--- src/rtl/seq_div16x8_if.sv ---
// Request/result bundle for the sequential 16/8 divider.
// The master drives the operands and start; the slave returns the results and status.
interface seq_div16x8_if #(
   parameter int DIVIDEND_W = 16,
   parameter int DIVISOR_W  = 8
);
   logic                  start;
   logic [DIVIDEND_W-1:0] dataa;
   logic [DIVISOR_W-1:0]  datab;
   logic [DIVIDEND_W-1:0] quotient_out;
   logic [DIVISOR_W-1:0]  remainder_out;
   logic                  done_flag;
   logic                  div_by_zero;
   logic [2:0]            state_out;

   modport master (
      output start, dataa, datab,
      input  quotient_out, remainder_out, done_flag, div_by_zero, state_out
   );

   modport slave (
      input  start, dataa, datab,
      output quotient_out, remainder_out, done_flag, div_by_zero, state_out
   );
endinterface

--- src/rtl/seq_div16x8.sv ---
// Sequential restoring divider: one quotient bit per clock, unsigned 16/8.
// state_out carries the FSM code straight to the seven-segment controller.
module seq_div16x8 #(
   parameter int DIVIDEND_W = 16,
   parameter int DIVISOR_W  = 8,
   parameter int CNT_W      = 4
) (
   input logic          clk,
   input logic          reset_a,
   seq_div16x8_if.slave bus
);

   typedef enum logic [2:0] {
      S_IDLE = 3'd0,
      S_CALC = 3'd1,
      S_DONE = 3'd2,
      S_ERR  = 3'd3
   } state_t;

   localparam logic [CNT_W-1:0] LAST_ITER = CNT_W'(DIVIDEND_W - 1);

   state_t                state_reg;
   logic [DIVISOR_W-1:0]  divisor_reg;
   logic [DIVISOR_W-1:0]  rem_reg;
   logic [DIVIDEND_W-1:0] quo_reg;
   logic [CNT_W-1:0]      count_reg;
   logic [DIVIDEND_W-1:0] quotient_reg;
   logic [DIVISOR_W-1:0]  remainder_reg;
   logic                  done_flag_reg;
   logic                  div_by_zero_reg;

   logic [DIVISOR_W:0]    trial;
   logic [DIVISOR_W-1:0]  rem_next;
   logic [DIVIDEND_W-1:0] quo_next;

   // The partial remainder always stays below the divisor, so its top bit
   // is never needed and a borrow in trial[DIVISOR_W] means "restore".
   always_comb begin
      trial    = {rem_reg, quo_reg[DIVIDEND_W-1]} - {1'b0, divisor_reg};
      rem_next = '0;
      quo_next = '0;
      if (!trial[DIVISOR_W]) begin
         rem_next = trial[DIVISOR_W-1:0];
         quo_next = {quo_reg[DIVIDEND_W-2:0], 1'b1};
      end else begin
         rem_next = {rem_reg[DIVISOR_W-2:0], quo_reg[DIVIDEND_W-1]};
         quo_next = {quo_reg[DIVIDEND_W-2:0], 1'b0};
      end
   end

   always_ff @(posedge clk or posedge reset_a) begin
      if (reset_a) begin
         state_reg       <= S_IDLE;
         divisor_reg     <= '0;
         rem_reg         <= '0;
         quo_reg         <= '0;
         count_reg       <= '0;
         quotient_reg    <= '0;
         remainder_reg   <= '0;
         done_flag_reg   <= 1'b0;
         div_by_zero_reg <= 1'b0;
      end else begin
         case (state_reg)
            S_IDLE, S_DONE, S_ERR: begin
               if (bus.start) begin
                  divisor_reg     <= bus.datab;
                  quo_reg         <= bus.dataa;
                  rem_reg         <= '0;
                  count_reg       <= '0;
                  done_flag_reg   <= 1'b0;
                  div_by_zero_reg <= 1'b0;
                  state_reg       <= S_CALC;
               end
            end

            S_CALC: begin
               // A zero divisor spends its first CALC cycle here and lands in
               // ERR one edge after acceptance.
               if (divisor_reg == '0) begin
                  quotient_reg    <= '1;
                  remainder_reg   <= '1;
                  done_flag_reg   <= 1'b1;
                  div_by_zero_reg <= 1'b1;
                  state_reg       <= S_ERR;
               end else begin
                  rem_reg   <= rem_next;
                  quo_reg   <= quo_next;
                  count_reg <= count_reg + 1'b1;
                  if (count_reg == LAST_ITER) begin
                     quotient_reg  <= quo_next;
                     remainder_reg <= rem_next;
                     done_flag_reg <= 1'b1;
                     state_reg     <= S_DONE;
                  end
               end
            end

            default: state_reg <= S_IDLE;
         endcase
      end
   end

   assign bus.quotient_out  = quotient_reg;
   assign bus.remainder_out = remainder_reg;
   assign bus.done_flag     = done_flag_reg;
   assign bus.div_by_zero   = div_by_zero_reg;
   assign bus.state_out     = state_reg;

endmodule
--- src/flat_wrapper.sv ---
// flat-port wrapper written by rule: the top's interface ports become plain ports
module seq_div16x8_flat 
#(
   parameter int DIVIDEND_W = 16,
   parameter int DIVISOR_W  = 8,
   parameter int CNT_W      = 4
)
  (clk, reset_a, bus_start, bus_dataa, bus_datab, bus_quotient_out, bus_remainder_out, bus_done_flag, bus_div_by_zero, bus_state_out);
  seq_div16x8_if #(.DIVIDEND_W(DIVIDEND_W), .DIVISOR_W(DIVISOR_W)) bus_i ();
  input logic clk;
  input logic reset_a;
  input wire logic [$bits(bus_i.start)-1:0] bus_start;
  input wire logic [$bits(bus_i.dataa)-1:0] bus_dataa;
  input wire logic [$bits(bus_i.datab)-1:0] bus_datab;
  output wire logic [$bits(bus_i.quotient_out)-1:0] bus_quotient_out;
  output wire logic [$bits(bus_i.remainder_out)-1:0] bus_remainder_out;
  output wire logic [$bits(bus_i.done_flag)-1:0] bus_done_flag;
  output wire logic [$bits(bus_i.div_by_zero)-1:0] bus_div_by_zero;
  output wire logic [$bits(bus_i.state_out)-1:0] bus_state_out;
  assign bus_i.start = bus_start;
  assign bus_i.dataa = bus_dataa;
  assign bus_i.datab = bus_datab;
  assign bus_quotient_out = bus_i.quotient_out;
  assign bus_remainder_out = bus_i.remainder_out;
  assign bus_done_flag = bus_i.done_flag;
  assign bus_div_by_zero = bus_i.div_by_zero;
  assign bus_state_out = bus_i.state_out;
  seq_div16x8 #(.DIVIDEND_W(DIVIDEND_W), .DIVISOR_W(DIVISOR_W), .CNT_W(CNT_W)) u_core (.clk(clk), .reset_a(reset_a), .bus(bus_i));
endmodule
--- config.mk ---
export PLATFORM = sky130hd
export DESIGN_NAME = seq_div16x8_flat
export DESIGN_NICKNAME = d
export VERILOG_FILES = /design/src/rtl/seq_div16x8_if.sv /design/src/rtl/seq_div16x8.sv /design/src/flat_wrapper.sv
export SDC_FILE = /design/constraint.sdc
export NUM_CORES = 1
export LEC_CHECK = 0
export ABC_CLOCK_PERIOD_IN_PS = 2300
export CORE_ASPECT_RATIO = 1.25
export CORE_MARGIN = 2
export CORE_UTILIZATION = 47
export CTS_CLUSTER_DIAMETER = 60
export CTS_CLUSTER_SIZE = 40
export DETAILED_ROUTE_END_ITERATION = 10
export GPL_TIMING_DRIVEN = 0
export PLACE_DENSITY_LB_ADDON = 0.1
export SYNTH_ARGS = -nofsm -noshare
export SYNTH_HDL_FRONTEND = slang
export SYNTH_SLANG_ARGS = --single-unit
--- constraint.sdc ---
create_clock -name clk -period 2.3 [get_ports clk]
set_input_delay 0.46 -clock clk [delete_from_list [all_inputs] [get_ports clk]]
set_output_delay 0.46 -clock clk [all_outputs]
set_load 0.01 [all_outputs]
==> out/results.ini, run 1 <==
[cts]
cts_max_path_buffers=2
clock_latency_ps=340
cts_num_sinks=64
tritoncts=yes
buffer_cell_driving_the_clock_tree_root=clkbuf_8
htreeDepth=3
cts_hold_repair.buffers=0
clk_pin_slew_ps=70
tritoncts.num_buffers=9

[route]
detail_route.wl_per_cell_um=15.5
drt_wl_total_um=7020
route.detailed.vias_per_inst=5.37
dr.first_iter.drc_count=103
ant_nets=0
via_count=2440
firstDrtPassIters=4
count_of_unresolved_drc_violations_after_routing=0

[floorplan]
die_h_um=95.2
die-area_um2=7330
design.core.area_um2=6520
floorplan.die.width_um=77.0
ioPinCount=56
placementRows=33
floorplan.initialDensity_pct=48.0

[worst_setup_path]
critical_path.startpoint_type=flop
critical_path.top_delay_family=compound AO/OA/AOI/OAI gates
worstPathCellList=inv_2 > ha_4 > inv_2 > fa_2 > a211oi_4 > o211ai_1 > a221o_2 > buf_8 > mux2i_4 > o22ai_2
r2r-start=u_core.quo_reg[15]
crit_top_cell=inv_2
worst-path-buf-inv=3
critical_path_class=reg -> reg
slowest_stage=a221o_2
critPathRequiredTime_ps=2490
worst_setup_path_end_kind=flop
critPathMaxFanout=5
worstPathArrival_ps=2760
setup.worst_path.start=u_core.quo_reg[15]
worst_stage_delay_on_the_critical_path_ps=510

[cells_and_area]
layout.cells.non_filler=454
finish.net_count=399
finish.instance_area_um2=4170
layout-drive-gt1-share_pct=18.0
diodes=0
area_growth_pct=33.2

[power]
internal_power_w=0.00470
p_sw_share_pct=38.8
power.density_cell_area_nw_per_um2=1840
power_w=0.00769
p_clk_share_pct=12.7
p_leak_nw=1.75
combinationalPowerShare_pct=59.9
switchingPower_w=0.00299
power.share.sequential_pct=27.4
vdd_ir_drop_max_mv=1.03

[synthesis]
async_set_or_reset_register_ratio_after_synthesis_pct=100
syn-num-nets=325
synth_edf_count=0
netlist_instances=288
dominantRegCellSynth=dfrtp_1
yosys.cell_types.count=50
ys_seq_area_share_pct=51.2
yosys_register_bits=64
synth.cell_area_um2=3130
synthesis.area_per_instance_um2=10.9
synth.yosys.warnings=0

[grt]
grt_max_degree=34
grt_first_pass_wirelength_um=11300
global_route.usage.total_pct=20.4
grt_antenna_before_repair=0
grt_overflow_total=0
number_of_global_route_vias_before_repair=2358

[min_path]
hold_start=u_core.bus.done_flag
holdCritPathClass=reg -> reg

[timing]
final_max_slew_viol_count=0
period_share_pct=112
final-setup-viol-count=18
worst_slack_ps=-273
rsz0062_at_grt=true
fmax_mhz=389
hold_viol_final=0
max_slew_margin_pct=45.0
whs_ps=499
worst-slew-pin-transition_ps=823
post-route-min-period_ps=2570
setup_clock_skew_after_layout_ps=3.27

[job]
drv.max_cap_violation_count=0

[place]
placed_cells=430
area_after_detailed_placement_um2=3800
dp_hpwl_um=5010
detailedPlace.worstSlack_ps=-365
gp_congestion=0.868
placement.io_buffers=54

[status]
run_status=finished with violations
failed_checks=negative setup slack

==> cell families after synthesis <==
group | share of synthesized area (%)
xor gates and xnor gates | 1.40
buffers and inverters | 5.08
AOI/OAI and AO/OA | 17.1
other | 0.120
and+or+nand+nor | 10.4
muxes | 10.6
DFF | 51.2
adders and majority gates | 4.24
==> layout by cell type (no fill, tap or decap), types with 2 or more instances in the layout <==
cell	instances
dfrtp_1	64
clkdlybuf4s50_1	54
nand2_1	31
o21ai_0	22
mux2i_1	17
nor2_1	17
o22a_1	15
buf_4	12
inv_1	11
clkbuf_8	11
a21oi_1	9
mux2_2	8
ha_1	8
o21ai_1	6
buf_2	4
clkbuf_1	4
a211oi_1	4
xor2_1	4
nand2b_1	3
a21o_1	3
buf_6	3
inv_2	3
mux2i_4	3
o22ai_1	3
nand3_1	3
o211ai_1	2
mux2_4	2
o22ai_2	2
nor3_1	2
a2111oi_0	2
clkinv_2	2
==> per-stage QoR <==
step	setup TNS [ps]	utilization, %
2_1_floorplan	-381	-
3_3_place_gp	-61990	58.0
3_5_place_dp	-5010	58.3
4_1_cts	-2910	63.0
5_1_grt	-5530	63.9
6_report	-4020	63.9
==> worst reg2reg max path, delay by kind of cell, from the launching register on <==
family                     cells  cell delay, ps
AOI/OAI and AO/OA              4            1000
adders and majority gates      2             500
DFF                            1             420
buffers and inverters          3             310
muxes                          1             190
==> timing repair <==
action / 4_1_cts / 5_1_grt
pin swaps: 5 / 6
gates cloned: 1 / 0
buffers inserted: 5 / 2
setup endpoints to repair: 18 / 18
gates resized for setup: 11 / 12
endpoints found under the hold margin: 0 / 0
==> cell usage after synthesis, drive strengths merged, types with 2 or more instances <==
cell type | instances | area share (%)
dfrtp | 64 | 51
nand2 | 31 | 3.7
o21ai | 29 | 4.6
mux2i | 21 | 6.7
nor2 | 17 | 2.0
o22a | 15 | 4.2
inv | 14 | 1.7
buf | 13 | 3.2
a21oi | 10 | 1.6
mux2 | 10 | 3.8
ha | 9 | 3.6
a211oi | 5 | 1.4
o22ai | 5 | 1.0
a21o | 4 | 1.0
xor2 | 4 | 1.1
nand2b | 3 | 0.60
nand3 | 3 | 0.48
nor3 | 3 | 0.84
a2111oi | 2 | 0.56
clkbuf | 2 | 0.24
o211ai | 2 | 0.48
or4 | 2 | 0.60
==> power by group through the flow <==
stage                     clock network [W]  registers, W  logic, W
after floorplan                           0       0.00211   0.00261
after global placement                    0       0.00209   0.00364
after detailed placement                  0       0.00211   0.00374
after CTS                          0.000992       0.00210   0.00431
after global routing                0.00104       0.00218   0.00498
final                              0.000978       0.00211   0.00461
==> path summary, 6_finish.rpt <==
check	slack (ps)	end	cells after the start
max	-270	u_core.bus.remainder_out[1]	10
min	500	u_core.bus.done_flag	1
max reg2reg	-270	u_core.bus.remainder_out[1]	10
min reg2reg	500	u_core.bus.done_flag	1
max in group asynchronous	1150	u_core.quo_reg[12]	3
min in group asynchronous	550	u_core.bus.quotient_out[0]	2
==> layout make-up <==
class                           instances  area [um^2]
Inverter                               14         52.6
Buffer                                 15          110
Clock inverter                          3         40.0
Fill cell                             586         2350
Timing Repair Buffer                   63          644
Clock buffer                           13          159
Multi-Input combinational cell        195         1450
Sequential cell                        64         1600
Tap cell                               87          109
==> metal layers <==
layer | track usage (%) | routed length [um]
met5 | 0 | 0
met4 | 9.38 | 125
met3 | 4.45 | 280
met2 | 36.5 | 3720
met1 | 23.5 | 2900
No activity file was read; power rests on OpenSTA's default activity.
==> inputs of run 2 (changes only) <==
--- a/config.mk
+++ b/config.mk
@@ -13,7 +13,10 @@
 export CTS_CLUSTER_SIZE = 40
 export DETAILED_ROUTE_END_ITERATION = 10
 export GPL_TIMING_DRIVEN = 0
+export HOLD_SLACK_MARGIN = 0.08
 export PLACE_DENSITY_LB_ADDON = 0.1
+export REMOVE_ABC_BUFFERS = 1
+export SKIP_CTS_REPAIR_TIMING = 1
 export SYNTH_ARGS = -nofsm -noshare
 export SYNTH_HDL_FRONTEND = slang
 export SYNTH_SLANG_ARGS = --single-unit
==> run 2 against run 1 <==
The run still ends with negative setup slack left. Sequential share of layout area increased by 1.5 points. Maximum frequency decreased by 0.91%. Highest routed layer unchanged. Final cell count is 3.5% lower.
==> out/results.ini, run 2 (synthesis results as in run 1) <==
[worst_setup_path]
critical_path_class=reg -> reg
critPathMaxFanout=7
slowest_stage=a221o_2
worst_stage_delay_on_the_critical_path_ps=550
critical_path.startpoint_type=flop
worstPathArrival_ps=2860
worst_setup_path_end_kind=flop
critPathRequiredTime_ps=2560
r2r-start=u_core.quo_reg[15]
crit_top_cell=inv_2
setup.worst_path.start=u_core.quo_reg[15]
worstPathCellList=inv_2 > ha_4 > inv_2 > fa_2 > a211oi_4 > o211ai_1 > a221o_2 > mux2_4 > o22ai_2

[min_path]
holdCritPathClass=in -> async

[place]
placement.io_buffers=54
gp_congestion=0.852
dp_hpwl_um=4410
placed_cells=415

[timing]
rsz0062_at_grt=true
post-route-min-period_ps=2600
final-setup-viol-count=18
hold_viol_final=0
final_max_slew_viol_count=0
setup_clock_skew_after_layout_ps=7.74
period_share_pct=113
worst_slack_ps=-297
final.setup.tns_ps=-3920
max_slew_margin_pct=54.2
worst-slew-pin-transition_ps=687
fmax_mhz=385

[route]
count_of_unresolved_drc_violations_after_routing=0
ant_nets=0
via_count=2333
drt_wl_total_um=6770
firstDrtPassIters=4
route.detailed.vias_per_inst=5.33
detail_route.wl_per_cell_um=15.5
dr.first_iter.drc_count=56

[floorplan]
die-area_um2=7330
floorplan.die.width_um=77.0
ioPinCount=56
floorplan.initialDensity_pct=48.0
placementRows=33
die_h_um=95.2
design.core.area_um2=6520

[grt]
grt_overflow_total=0
global_route.usage.total_pct=19.0
grt_first_pass_wirelength_um=10800
grt_antenna_before_repair=0
number_of_global_route_vias_before_repair=2271
grt_max_degree=43

[power]
vdd_ir_drop_max_mv=0.786
power_w=0.00700
p_leak_nw=1.67
power.density_cell_area_nw_per_um2=1750

[cts]
tritoncts=yes
tritoncts.num_buffers=9
cts_num_sinks=64
clk_pin_slew_ps=70
htreeDepth=3
cts_max_path_buffers=2
clock_latency_ps=340
buffer_cell_driving_the_clock_tree_root=clkbuf_8

[cells_and_area]
finish.net_count=383
commonest_cells_after_routing_fill_and_taps_aside=dfrtp_1 (64), clkdlybuf4s50_1 (54), nand2_1 (31)
layout-drive-gt1-share_pct=15.1
layout.cells.most_common=dfrtp_1
layout.cells.non_filler=438
area_growth_pct=28.2
diodes=0

[job]
drv.max_cap_violation_count=0

[status]
run_status=finished with violations
failed_checks=negative setup slack

==> run 2: cell types whose count changed in the layout (fill, tap and decap cells not counted), moves of 2 or more <==
cell and change:
buf_6 -3, buf_2 -4, o21ai_0 +2, buf_4 -7
mux2i_4 -3, clkbuf_1 -4, mux2i_1 +3, inv_6 +2
o21ai_1 -2, a21oi_2 +2, a21oi_1 -2
==> run 2: worst max-delay path, delay by kind of cell (launching register included) <==
| family | cells | cell delay (ps) |
|---|---|---|
| buf+inv | 2 | 120 |
| mux | 1 | 350 |
| fa+ha+maj | 2 | 510 |
| flops | 1 | 390 |
| compound gates | 4 | 1150 |
==> run 2: final timing paths <==
check / to / cells after the start / slack (ps)
max: u_core.bus.remainder_out[0] / 9 / -300
min reg2reg: u_core.bus.done_flag / 1 / 490
max reg2reg: u_core.bus.remainder_out[0] / 9 / -300
min in group clk: u_core.bus.done_flag / 1 / 490
min: u_core.bus.quotient_out[6] / 2 / 480
max in group asynchronous: u_core.rem_reg[3] / 3 / 1220
==> run 2: stage by stage <==
stage	hold WS (ps)	instance area [um^2]	worst slack, ps	utilization [%]
final	480	4010	-297	61.5
after CTS	479	3900	-605	59.7
after detailed placement	469	3690	-586	56.6
after global placement	461	3670	-956	56.3
after floorplan	450	3020	-125	-
after global routing	510	4010	-397	61.5
==> run 2: layer usage <==
metal | vias up | share of wire (%) | track usage [%]
met5 | - | 0 | 0
met4 | 0 | 1.3 | 8.04
met1 | 1135 | 46 | 24.3
met3 | 6 | 4.2 | 4.92
li1 | 1149 | - | -
met2 | 43 | 48 | 31.0
==> run 2: area by class of cell <==
cell class | instances | area [um^2]
tap | 87 | 109
clock inverter | 6 | 66.3
clock buffer | 10 | 138
fill | 586 | 2510
inverter | 14 | 52.6
sequential | 64 | 1600
multi-input combinational | 197 | 1450
timing repair buffer | 60 | 598
==> run 2: power by group <==
part | switching (W) | internal, W | total, W
Clock | 0.000454 | 0.000535 | 0.000989
Combinational | 0.00197 | 0.00195 | 0.00392
Sequential | 0.000397 | 0.00170 | 0.00209
Total | 0.00282 | 0.00419 | 0.00700
==> inputs of run 3 (changes only) <==
--- a/config.mk
+++ b/config.mk
@@ -8,14 +8,14 @@
 export ABC_CLOCK_PERIOD_IN_PS = 2300
 export CORE_ASPECT_RATIO = 1.25
 export CORE_MARGIN = 2
-export CORE_UTILIZATION = 47
+export CORE_UTILIZATION = 53
 export CTS_CLUSTER_DIAMETER = 60
 export CTS_CLUSTER_SIZE = 40
 export DETAILED_ROUTE_END_ITERATION = 10
+export DONT_BUFFER_PORTS = 1
 export GPL_TIMING_DRIVEN = 0
 export HOLD_SLACK_MARGIN = 0.08
 export PLACE_DENSITY_LB_ADDON = 0.1
-export REMOVE_ABC_BUFFERS = 1
 export SKIP_CTS_REPAIR_TIMING = 1
 export SYNTH_ARGS = -nofsm -noshare
 export SYNTH_HDL_FRONTEND = slang
==> run 3 against run 2 <==
The flow still finishes with violations (negative setup slack). Sequential share of layout area is 5.6 points higher. Critical path depth is 1 higher. Final area is 12% lower. Final cell count is 15% lower. Clock skew is 0.93 ps lower. Wire length is 0.27% lower. Highest routed layer unchanged.
==> out/results.ini, run 3 (synthesis results as in run 1) <==
[status]
run_status=finished with violations
failed_checks=negative setup slack

[floorplan]
die-area_um2=6540
ioPinCount=56
floorplan.die.width_um=72.7
design.core.area_um2=5740
placementRows=31
floorplan.initialDensity_pct=54.5
die_h_um=89.9

[place]
gp_congestion=0.863
placement.io_buffers=0
area_after_detailed_placement_um2=3230
dp_hpwl_um=4830

[grt]
grt_max_degree=39
global_route.usage.total_pct=21.9
grt_antenna_before_repair=0
grt_first_pass_wirelength_um=11000
grt_overflow_total=0
number_of_global_route_vias_before_repair=2265

[worst_setup_path]
critPathRequiredTime_ps=2550
critical_path.top_delay_family=compound AO/OA/AOI/OAI gates
worst_setup_path_end_kind=flop
worst-path-buf-inv=3
critPathMaxFanout=3
worstPathCellList=inv_2 > ha_4 > inv_2 > fa_2 > a211oi_4 > o211ai_1 > a221o_2 > buf_6 > mux2_4 > o22ai_2
critical_path_class=reg -> reg
critical_path.startpoint_type=flop
crit_top_cell=inv_2
worstPathArrival_ps=2720
slowest_stage=a221o_2
worst_stage_delay_on_the_critical_path_ps=420

[power]
vdd_ir_drop_max_mv=0.976
p_leak_nw=1.49
power.density_cell_area_nw_per_um2=1960

[cts]
clock_latency_ps=340
cts_num_sinks=64
tritoncts=yes
buffer_cell_driving_the_clock_tree_root=clkbuf_8
clk_pin_slew_ps=70
htreeDepth=3
cts_max_path_buffers=2
tritoncts.num_buffers=9

[route]
route.detailed.vias_per_inst=5.96
count_of_unresolved_drc_violations_after_routing=0
drt_wl_total_um=6750
via_count=2224
detail_route.wl_per_cell_um=18.1
dr.first_iter.drc_count=102
ant_nets=0
firstDrtPassIters=4

[timing]
final_max_slew_viol_count=0
final-setup-viol-count=16
fmax_mhz=405
worst_slack_ps=-172
rsz0062_at_grt=true
max_slew_margin_pct=48.9
worst-slew-pin-transition_ps=764
period_share_pct=107
hold_viol_final=0
post-route-min-period_ps=2470
setup_clock_skew_after_layout_ps=6.80

[cells_and_area]
filler_cell_count=524
layout-drive-gt1-share_pct=20.8
final_core_utilization_pct=61.3
layout.cells.most_common=dfrtp_1
finish.net_count=341
area_growth_pct=12.5
finish.instance_area_um2=3520
commonest_cells_after_routing_fill_and_taps_aside=dfrtp_1 (64), nand2_1 (31), o21ai_0 (24)
diodes=0

[min_path]
holdCritPathClass=in -> async

[job]
drv.max_cap_violation_count=0

==> run 3: layout make-up <==
type                    count  area (um^2)  share of cell area [%]
flip-flops and latches     64         1600                    45.5
multi-input cells         195         1460                    41.5
clock buffers              10          138                    3.91
plain buffers              15          106                    3.02
well taps                  66         82.6                    2.35
repair buffers              5         57.6                    1.63
inverters                  14         52.6                    1.49
clock inverters             4         22.5                   0.640
==> run 3: per-stage QoR <==
| stage | setup WS [ps] | setup TNS [ps] | hold slack (ps) | instances | total power (W) |
|---|---|---|---|---|---|
| after floorplan | -53.4 | -381 | 450 | 288 | 0.00472 |
| after global placement | -465 | -33680 | 490 | 354 | 0.00532 |
| after detailed placement | -373 | -4370 | 444 | 355 | 0.00541 |
| after CTS | -392 | -4670 | 79.3 | 369 | 0.00624 |
| after global routing | -253 | -3260 | 124 | 373 | 0.00744 |
| final | -172 | -1850 | 62.4 | 373 | 0.00689 |
==> run 3: worst paths after layout <==
| path | from | to | slack (ps) | cells after the start |
|---|---|---|---|---|
| max | u_core.quo_reg[15] | u_core.bus.remainder_out[0] | -170 | 10 |
| min | reset_a | u_core.bus.quotient_out[5] | 60 | 1 |
| max reg2reg | u_core.quo_reg[15] | u_core.bus.remainder_out[0] | -170 | 10 |
| min reg2reg | u_core.quo_reg[10] | u_core.quo_reg[10] | 510 | 2 |
| max in group asynchronous | reset_a | u_core.count_reg[2] | 1640 | 2 |
| min in group clk | bus_datab[4] | u_core.divisor_reg[4] | 270 | 1 |
==> run 3: layer usage <==
metal	global-route usage [%]	up-vias	routed length, um
li1	-	1057	-
met4	11.4	0	122
met5	0	-	0
met2	36.3	51	3560
met3	4.04	10	259
met1	26.5	1106	2810
==> run 3: power by group <==
group          switching, W  total [W]  internal, W
registers          0.000539    0.00224      0.00170
logic               0.00194    0.00384      0.00190
clock network      0.000412   0.000814     0.000402
==> run 3: worst reg2reg max path: cells and delay by family (launching register included) <==
kind	cells	cell delay (ps)
AO/OA/AOI/OAI	4	920
adder cells (fa/ha/maj)	2	510
buffers and inverters	3	260
flip-flops	1	400
multiplexers	1	300
